File: config.mk
export PLATFORM = sky130hd
export DESIGN_NAME = ad9866_gain_sequencer_flat
export DESIGN_NICKNAME = d
export VERILOG_FILES = /design/src/rtl/ad9866_pkg.sv /design/src/rtl/ad9866_gain_sequencer_if.sv /design/src/rtl/ad9866_seq_timer.sv /design/src/rtl/ad9866_gain_sequencer.sv /design/src/flat_wrapper.sv
export SDC_FILE = /design/constraint.sdc
export NUM_CORES = 1
export LEC_CHECK = 0
export ABC_AREA = 1
export CELL_PAD_IN_SITES_DETAIL_PLACEMENT = 1
export CELL_PAD_IN_SITES_GLOBAL_PLACEMENT = 2
export CORE_MARGIN = 2
export CORE_UTILIZATION = 36
export DETAILED_ROUTE_END_ITERATION = 6
export PLACE_DENSITY = 0.94
export SYNTH_ARGS = -nofsm -noshare
export SYNTH_HDL_FRONTEND = slang
export SYNTH_SLANG_ARGS = --single-unit
File: constraint.sdc
create_clock -name clk -period 5.2 [get_ports clk]
set_input_delay 1.04 -clock clk [delete_from_list [all_inputs] [get_ports clk]]
set_output_delay 1.04 -clock clk [all_outputs]
set_load 0.1 [all_outputs]
File: src/rtl/ad9866_pkg.sv
// Shared definitions for the AD9866 gain sequencer.
// Holds the sequencer state encoding, the arbitration marker, the
// default HOLDOFF/TIMEOUT/GAP cycle counts and the timer width helper.
package ad9866_pkg;

  localparam int unsigned GAIN_W      = 6;
  localparam int unsigned TIMER_W     = 16;
  localparam int unsigned HOLDOFF_DEF = 2048;
  localparam int unsigned TIMEOUT_DEF = 1024;
  localparam int unsigned GAP_DEF     = 4;

  typedef enum logic [2:0] {
    ST_HOLDOFF,
    ST_IDLE,
    ST_REQ_RX,
    ST_REQ_TX,
    ST_WAIT_DONE,
    ST_GAP_WAIT
  } seq_state_e;

  typedef enum logic {
    SRV_RX,
    SRV_TX
  } served_e;

  function automatic logic [TIMER_W-1:0] to_tmr(input int unsigned n);
    return TIMER_W'(n);
  endfunction

endpackage

File: src/rtl/ad9866_gain_sequencer_if.sv
// Bundle of the gain sequencer's host-side and SPI-engine-side signals.
//   master : the sequencer view (gain inputs, force/clear, sen_n in;
//            requests, gain codes, busy, timeout_err out)
//   slave  : the host / SPI engine view (mirror image)
interface ad9866_gain_sequencer_if;
  import ad9866_pkg::*;

  logic [GAIN_W-1:0] rx_gain_in;
  logic [GAIN_W-1:0] tx_gain_in;
  logic              force_update;
  logic              clear_err;
  logic              sen_n;
  logic              ext_rx_rqst;
  logic [GAIN_W-1:0] rx_gain;
  logic              ext_tx_rqst;
  logic [GAIN_W-1:0] tx_gain;
  logic              busy;
  logic              timeout_err;

  modport master (
    input  rx_gain_in, tx_gain_in, force_update, clear_err, sen_n,
    output ext_rx_rqst, rx_gain, ext_tx_rqst, tx_gain, busy, timeout_err
  );

  modport slave (
    output rx_gain_in, tx_gain_in, force_update, clear_err, sen_n,
    input  ext_rx_rqst, rx_gain, ext_tx_rqst, tx_gain, busy, timeout_err
  );

endinterface

File: src/rtl/ad9866_seq_timer.sv
// Load / count-down / expire counter shared by the HOLDOFF, TIMEOUT and
// GAP phases of the gain sequencer.
//   clk, rst_n   : clock, asynchronous active-low reset (count clears to 0)
//   load_i       : load load_val_i on this edge (overrides counting)
//   load_val_i   : number of cycles until expiry
//   idle_o       : counter is at zero (not armed)
//   expire_o     : last cycle of the loaded interval (count == 1)
module ad9866_seq_timer #(
  parameter int unsigned WIDTH = 16
) (
  input  logic             clk,
  input  logic             rst_n,
  input  logic             load_i,
  input  logic [WIDTH-1:0] load_val_i,
  output logic             idle_o,
  output logic             expire_o
);

  logic [WIDTH-1:0] count_q, count_d;

  always_comb begin
    count_d = count_q;
    if (load_i) begin
      count_d = load_val_i;
    end else if (count_q != '0) begin
      count_d = count_q - 1'b1;
    end
  end

  always_ff @(posedge clk or negedge rst_n) begin
    if (!rst_n) begin
      count_q <= '0;
    end else begin
      count_q <= count_d;
    end
  end

  assign idle_o   = (count_q == '0);
  assign expire_o = (count_q == WIDTH'(1));

endmodule

File: src/rtl/ad9866_gain_sequencer.sv
// Forwards RX/TX gain changes from the host control path to the AD9866 SPI
// engine as single-word write requests, one at a time, with round-robin
// arbitration, a per-request acceptance timeout and an idle gap after each
// SPI transfer.
//   clk      : single clock, rising edge
//   reset_n  : asynchronous active-low reset
//   bus      : master modport -- rx/tx_gain_in, force_update, clear_err,
//              sen_n in; ext_rx/tx_rqst, rx/tx_gain, busy, timeout_err out
module ad9866_gain_sequencer
  import ad9866_pkg::*;
#(
  parameter int unsigned HOLDOFF = HOLDOFF_DEF,
  parameter int unsigned TIMEOUT = TIMEOUT_DEF,
  parameter int unsigned GAP     = GAP_DEF
) (
  input logic                     clk,
  input logic                     reset_n,
  ad9866_gain_sequencer_if.master bus
);

  // The timer sits at zero out of reset, so HOLDOFF arms it on its first
  // cycle with one less than the full count to keep the total at HOLDOFF.
  localparam int unsigned HOLD_LOAD = (HOLDOFF > 1) ? HOLDOFF - 1 : 1;

  seq_state_e        state_q, state_d;
  served_e           last_q, last_d;
  logic [GAIN_W-1:0] rx_q, tx_q;
  logic [GAIN_W-1:0] rx_sent_q, rx_sent_d, tx_sent_q, tx_sent_d;
  logic [GAIN_W-1:0] rx_gain_q, rx_gain_d, tx_gain_q, tx_gain_d;
  logic              force_rx_q, force_rx_d, force_tx_q, force_tx_d;
  logic              rx_rqst_q, rx_rqst_d, tx_rqst_q, tx_rqst_d;
  logic              err_q, err_d;
  logic              pend_rx, pend_tx;
  logic              tmr_load, tmr_idle, tmr_expire;
  logic [TIMER_W-1:0] tmr_val;

  ad9866_seq_timer #(
    .WIDTH (TIMER_W)
  ) u_timer (
    .clk        (clk),
    .rst_n      (reset_n),
    .load_i     (tmr_load),
    .load_val_i (tmr_val),
    .idle_o     (tmr_idle),
    .expire_o   (tmr_expire)
  );

  always_ff @(posedge clk or negedge reset_n) begin
    if (!reset_n) begin
      rx_q <= '0;
      tx_q <= '0;
    end else begin
      rx_q <= bus.rx_gain_in;
      tx_q <= bus.tx_gain_in;
    end
  end

  assign pend_rx = (rx_q != rx_sent_q) | force_rx_q;
  assign pend_tx = (tx_q != tx_sent_q) | force_tx_q;

  always_ff @(posedge clk or negedge reset_n) begin
    if (!reset_n) begin
      state_q <= ST_HOLDOFF;
    end else begin
      state_q <= state_d;
    end
  end

  always_comb begin
    state_d = state_q;
    case (state_q)
      ST_HOLDOFF: if (tmr_expire) state_d = ST_IDLE;
      ST_IDLE: begin
        if (bus.sen_n) begin
          if (pend_rx && (!pend_tx || last_q == SRV_TX)) state_d = ST_REQ_RX;
          else if (pend_tx)                               state_d = ST_REQ_TX;
        end
      end
      ST_REQ_RX, ST_REQ_TX: begin
        if (!bus.sen_n)     state_d = ST_WAIT_DONE;
        else if (tmr_expire) state_d = ST_IDLE;
      end
      ST_WAIT_DONE: if (bus.sen_n) state_d = ST_GAP_WAIT;
      ST_GAP_WAIT:  if (tmr_expire) state_d = ST_IDLE;
      default:      state_d = ST_HOLDOFF;
    endcase
  end

  always_comb begin
    rx_rqst_d  = (state_d == ST_REQ_RX);
    tx_rqst_d  = (state_d == ST_REQ_TX);
    rx_gain_d  = rx_gain_q;
    tx_gain_d  = tx_gain_q;
    last_d     = last_q;
    rx_sent_d  = rx_sent_q;
    tx_sent_d  = tx_sent_q;
    force_rx_d = force_rx_q;
    force_tx_d = force_tx_q;
    err_d      = err_q;
    tmr_load   = 1'b0;
    tmr_val    = '0;

    if (state_q == ST_IDLE && state_d == ST_REQ_RX) begin
      rx_gain_d = rx_q;
      last_d    = SRV_RX;
    end
    if (state_q == ST_IDLE && state_d == ST_REQ_TX) begin
      tx_gain_d = tx_q;
      last_d    = SRV_TX;
    end

    // Acceptance records the code actually sent, not the live input copy.
    if (state_q == ST_REQ_RX && !bus.sen_n) begin
      rx_sent_d  = rx_gain_q;
      force_rx_d = 1'b0;
    end
    if (state_q == ST_REQ_TX && !bus.sen_n) begin
      tx_sent_d  = tx_gain_q;
      force_tx_d = 1'b0;
    end
    if (bus.force_update) begin
      force_rx_d = 1'b1;
      force_tx_d = 1'b1;
    end

    if (bus.clear_err) err_d = 1'b0;
    if ((state_q == ST_REQ_RX || state_q == ST_REQ_TX) && state_d == ST_IDLE) begin
      err_d = 1'b1;
    end

    if (state_q == ST_HOLDOFF && tmr_idle) begin
      tmr_load = 1'b1;
      tmr_val  = to_tmr(HOLD_LOAD);
    end else if (state_d != state_q) begin
      case (state_d)
        ST_REQ_RX, ST_REQ_TX: begin
          tmr_load = 1'b1;
          tmr_val  = to_tmr(TIMEOUT);
        end
        ST_GAP_WAIT: begin
          tmr_load = 1'b1;
          tmr_val  = to_tmr(GAP);
        end
        default: ;
      endcase
    end
  end

  always_ff @(posedge clk or negedge reset_n) begin
    if (!reset_n) begin
      rx_rqst_q  <= 1'b0;
      tx_rqst_q  <= 1'b0;
      rx_gain_q  <= '0;
      tx_gain_q  <= '0;
      last_q     <= SRV_TX;
      rx_sent_q  <= '0;
      tx_sent_q  <= '0;
      force_rx_q <= 1'b1;
      force_tx_q <= 1'b1;
      err_q      <= 1'b0;
    end else begin
      rx_rqst_q  <= rx_rqst_d;
      tx_rqst_q  <= tx_rqst_d;
      rx_gain_q  <= rx_gain_d;
      tx_gain_q  <= tx_gain_d;
      last_q     <= last_d;
      rx_sent_q  <= rx_sent_d;
      tx_sent_q  <= tx_sent_d;
      force_rx_q <= force_rx_d;
      force_tx_q <= force_tx_d;
      err_q      <= err_d;
    end
  end

  assign bus.ext_rx_rqst = rx_rqst_q;
  assign bus.ext_tx_rqst = tx_rqst_q;
  assign bus.rx_gain     = rx_gain_q;
  assign bus.tx_gain     = tx_gain_q;
  assign bus.busy        = (state_q != ST_IDLE);
  assign bus.timeout_err = err_q;

endmodule
File: src/flat_wrapper.sv
// flat-port wrapper written by rule: the top's interface ports become plain ports
module ad9866_gain_sequencer_flat import ad9866_pkg::*;
#(
  parameter int unsigned HOLDOFF = HOLDOFF_DEF,
  parameter int unsigned TIMEOUT = TIMEOUT_DEF,
  parameter int unsigned GAP     = GAP_DEF
)
  (clk, reset_n, bus_rx_gain_in, bus_tx_gain_in, bus_force_update, bus_clear_err, bus_sen_n, bus_ext_rx_rqst, bus_rx_gain, bus_ext_tx_rqst, bus_tx_gain, bus_busy, bus_timeout_err);
  ad9866_gain_sequencer_if bus_i ();
  input logic clk;
  input logic reset_n;
  input wire logic [$bits(bus_i.rx_gain_in)-1:0] bus_rx_gain_in;
  input wire logic [$bits(bus_i.tx_gain_in)-1:0] bus_tx_gain_in;
  input wire logic [$bits(bus_i.force_update)-1:0] bus_force_update;
  input wire logic [$bits(bus_i.clear_err)-1:0] bus_clear_err;
  input wire logic [$bits(bus_i.sen_n)-1:0] bus_sen_n;
  output wire logic [$bits(bus_i.ext_rx_rqst)-1:0] bus_ext_rx_rqst;
  output wire logic [$bits(bus_i.rx_gain)-1:0] bus_rx_gain;
  output wire logic [$bits(bus_i.ext_tx_rqst)-1:0] bus_ext_tx_rqst;
  output wire logic [$bits(bus_i.tx_gain)-1:0] bus_tx_gain;
  output wire logic [$bits(bus_i.busy)-1:0] bus_busy;
  output wire logic [$bits(bus_i.timeout_err)-1:0] bus_timeout_err;
  assign bus_i.rx_gain_in = bus_rx_gain_in;
  assign bus_i.tx_gain_in = bus_tx_gain_in;
  assign bus_i.force_update = bus_force_update;
  assign bus_i.clear_err = bus_clear_err;
  assign bus_i.sen_n = bus_sen_n;
  assign bus_ext_rx_rqst = bus_i.ext_rx_rqst;
  assign bus_rx_gain = bus_i.rx_gain;
  assign bus_ext_tx_rqst = bus_i.ext_tx_rqst;
  assign bus_tx_gain = bus_i.tx_gain;
  assign bus_busy = bus_i.busy;
  assign bus_timeout_err = bus_i.timeout_err;
  ad9866_gain_sequencer #(.HOLDOFF(HOLDOFF), .TIMEOUT(TIMEOUT), .GAP(GAP)) u_core (.clk(clk), .reset_n(reset_n), .bus(bus_i));
endmodule
==> impl_metrics.py <==
metrics = {
    "sta": {
        "hold_viol_final": 0,
        "fin_ws_ps": 1752,
        "min_period_ps": 3448,
        "fmaxAchievable_ghz": 0.2900,
        "worst_pin_slew_ps": 984.7,
        "hold_ws_ps": 471.8,
        "finClkSkew_ps": 10.28,
        "period_share_pct": 66.31,
        "rsz0062_at_grt": "no",
        "slew-limit-headroom_pct": 34.15,
        "drv_slew": 0,
        "setup_violations": 0,
        "tns_ps": 0,
    },
    "yosys": {
        "syn_inst": 359,
        "yosysSeqAreaShare_pct": 52.15,
        "synthTopCellsByArea": "dfrtp_1, nand2_1, inv_1",
        "yosysUniqueCellTypes": 32,
        "synth_top_cell_area_share_pct": 49.47,
        "syn_area_um2": 2934,
        "yosys_warnings": 0,
        "synth-xor-area-share_pct": 3.582,
        "synth-async-reset-ratio_pct": 100.0,
        "synth_edf_count": 0,
        "yosysMostFrequentCell": "nand2_1",
        "syn_nets": 379,
        "synth_top_family_by_area": "simple AND/OR/NAND/NOR gates",
        "synth_compound_area_share_pct": 6.695,
        "synthMuxAreaShare_pct": 0.7676,
        "syn_area_per_cell_um2": 8.173,
        "synth_ff_type": "dfrtp_1",
        "synth_top_area_cell": "dfrtp_1",
        "synthAdderAreaFrac_pct": 1.279,
        "synth_simple_gate_area_share_pct": 26.57,
        "ys_ff_latch": 61,
        "synth.top_cells.by_count": "nand2_1, inv_1, dfrtp_1, nor2_1",
    },
    "floorplan": {
        "core_area_um2": 7807,
        "initial_utilization_pct": 37.58,
        "dieWidth_um": 94.28,
        "dieArea_um2": 8889,
        "num_rows": 32,
        "die_h_um": 94.28,
        "ios": 33,
    },
    "worst_setup_path": {
        "path_class": "flip-flop to output pin",
        "cp-end-kind": "output pin",
        "crit_arrival_ps": 2410,
        "cp.required_ps": 4160,
        "critPathMaxFanout": 7,
        "start_kind": "flip-flop",
        "rr_worst_depth": 12,
    },
    "hold_path": {
        "holdPathStages": 2,
        "hp-class": "flip-flop to flip-flop",
    },
    "drt": {
        "route.detailed.drc": 0,
        "avgRoutedWirePerCell_um": 13.41,
        "dr.pass1.iters": 4,
        "vias": 2334,
        "drt_iter0_drc": 65,
        "vias_per_cell": 4.613,
        "ant_nets": 0,
        "wl_um": 6785,
    },
    "job": {
        "max_cap_violations": 0,
    },
    "power_and_ir_drop": {
        "leakage_uw": 0.001835,
        "peakVddDrop_mv": 0.4027,
        "powerDensity_nw_per_um2": 683.0,
    },
    "placement": {
        "gp_congestion": 0.8522,
        "dpl.cell_count": 490,
        "place_area_um2": 3354,
        "dpl.hpwl_um": 4962,
        "preCtsSetupSlack_ps": 1948,
        "port-buffer-count": 32,
    },
    "global_route": {
        "grt_pass1_wl_um": 11760,
        "grt_max_degree": 62,
        "grt_overflow": 0,
        "grt_antenna_before_repair": 0,
        "grt_pass1_vias": 2485,
        "grt_usage_pct": 17.13,
    },
    "clocking": {
        "insertion_delay_ps": 340,
        "cts_max_level": 3,
        "cts_resized": 0,
        "max-clock-path-buffers": 2,
        "cts_setup_buffers": 0,
        "clock-sinks": 61,
        "path_clk_slew_ps": 70,
        "cts_tree": "yes",
        "ctsHoldBuffers": 0,
        "cts-root-buf": "clkbuf_8",
        "cts_buffers": 9,
    },
    "layout": {
        "insertedDiodeCount": 0,
        "areaGrowthSynthToFinish_pct": 22.77,
        "fin_area_um2": 3602,
        "fillers": 952,
        "drive_gt1_share_pct": 9.406,
        "fin_cells": 506,
        "final_nets": 419,
    },
    "outcome": {
        "status": "completed",
    },
}
==> kinds of logic (layout without fill, tap and decap cells) <==
group                    after synthesis  in the layout
AO/OA/AOI/OAI                         34             34
multiplexers                           2              2
buffers and inverters                 66            111
flip-flops                            61             61
adder cells (fa/ha/maj)                3              3
AND/OR/NAND/NOR                      181            181
XOR/XNOR                              12             12
==> stage by stage <==
stage                     utilization, %  power, µW
after global routing               46.14       2633
after floorplan                        -       1663
after CTS                          46.14       2487
final                              46.14       2460
after global placement             42.96       1914
after detailed placement           42.96       1948
==> registers in the layout, indices dropped and copies added, names as in the netlist <==
signal,cells
u_core.bus.tx_gain,6
u_core.force_tx_q,1
u_core.bus.timeout_err,1
u_core.tx_sent_q,6
u_core.state_q,3
u_core.force_rx_q,1
u_core.bus.rx_gain,6
u_core.rx_sent_q,6
u_core.bus.ext_tx_rqst,1
u_core.u_timer.count_q,16
u_core.rx_q,6
u_core.tx_q,6
u_core.last_q,1
u_core.bus.ext_rx_rqst,1
==> critical path, stage by stage (launching register included) <==
cell,delay (ps)
dfrtp_1,440
inv_2,80
nand2_1,60
nor2_1,410
inv_1,80
clkdlybuf4s50_1,990
==> power breakdown <==
part / internal [µW] / switching [µW] / leakage (µW)
Sequential: 634 / 118 / 0.000764
Clock: 330 / 193 / 0.000119
Combinational: 325 / 859 / 0.000953
==> area by class of cell <==
type	instances	area, µm²	share of cell area [%]
Multi-Input combinational cell	232	1141	31.68
Tap cell	102	127.6	3.543
Timing Repair Buffer	33	322.8	8.961
Clock buffer	10	137.6	3.821
Clock inverter	6	110.1	3.057
Sequential cell	61	1530	42.48
Inverter	62	232.7	6.461
==> placed cells by master (no fill, tap or decap), types with 3 or more instances in the layout <==
cell	synthesis	layout
inv_1	60	60
clkdlybuf4s50_1	0	31
nand2_1	102	102
bufinv_16	0	3
nor2_1	40	40
nor3_1	5	5
a21oi_1	5	5
ha_1	3	3
xnor2_1	3	3
dfstp_2	3	3
nand3_1	20	20
xor2_1	9	9
dfrtp_1	58	58
clkbuf_8	0	10
o21ai_0	20	20
nand4_1	3	3
o21ai_2	5	5
==> metal layers <==
metal	track usage (%)	up-vias	share of wire [%]
li1	-	1175	-
met1	22.74	1116	49
met2	27.62	32	47
met3	2.889	11	2.7
met4	7.246	0	1.7
met5	0	-	0
==> final timing paths <==
check	endpoint	slack [ps]	startpoint
setup / recovery	bus_busy	1750	u_core.state_q[1]
hold / removal	u_core.force_rx_q	470	u_core.force_rx_q
setup reg to reg	u_core.bus.tx_gain[3]	2780	u_core.u_timer.count_q[11]
hold reg to reg	u_core.force_rx_q	470	u_core.force_rx_q
max in group asynchronous	u_core.bus.tx_gain[3]	3840	reset_n
min in group asynchronous	u_core.rx_sent_q[0]	860	reset_n
Note: power is estimated with default switching activity, not from simulation.
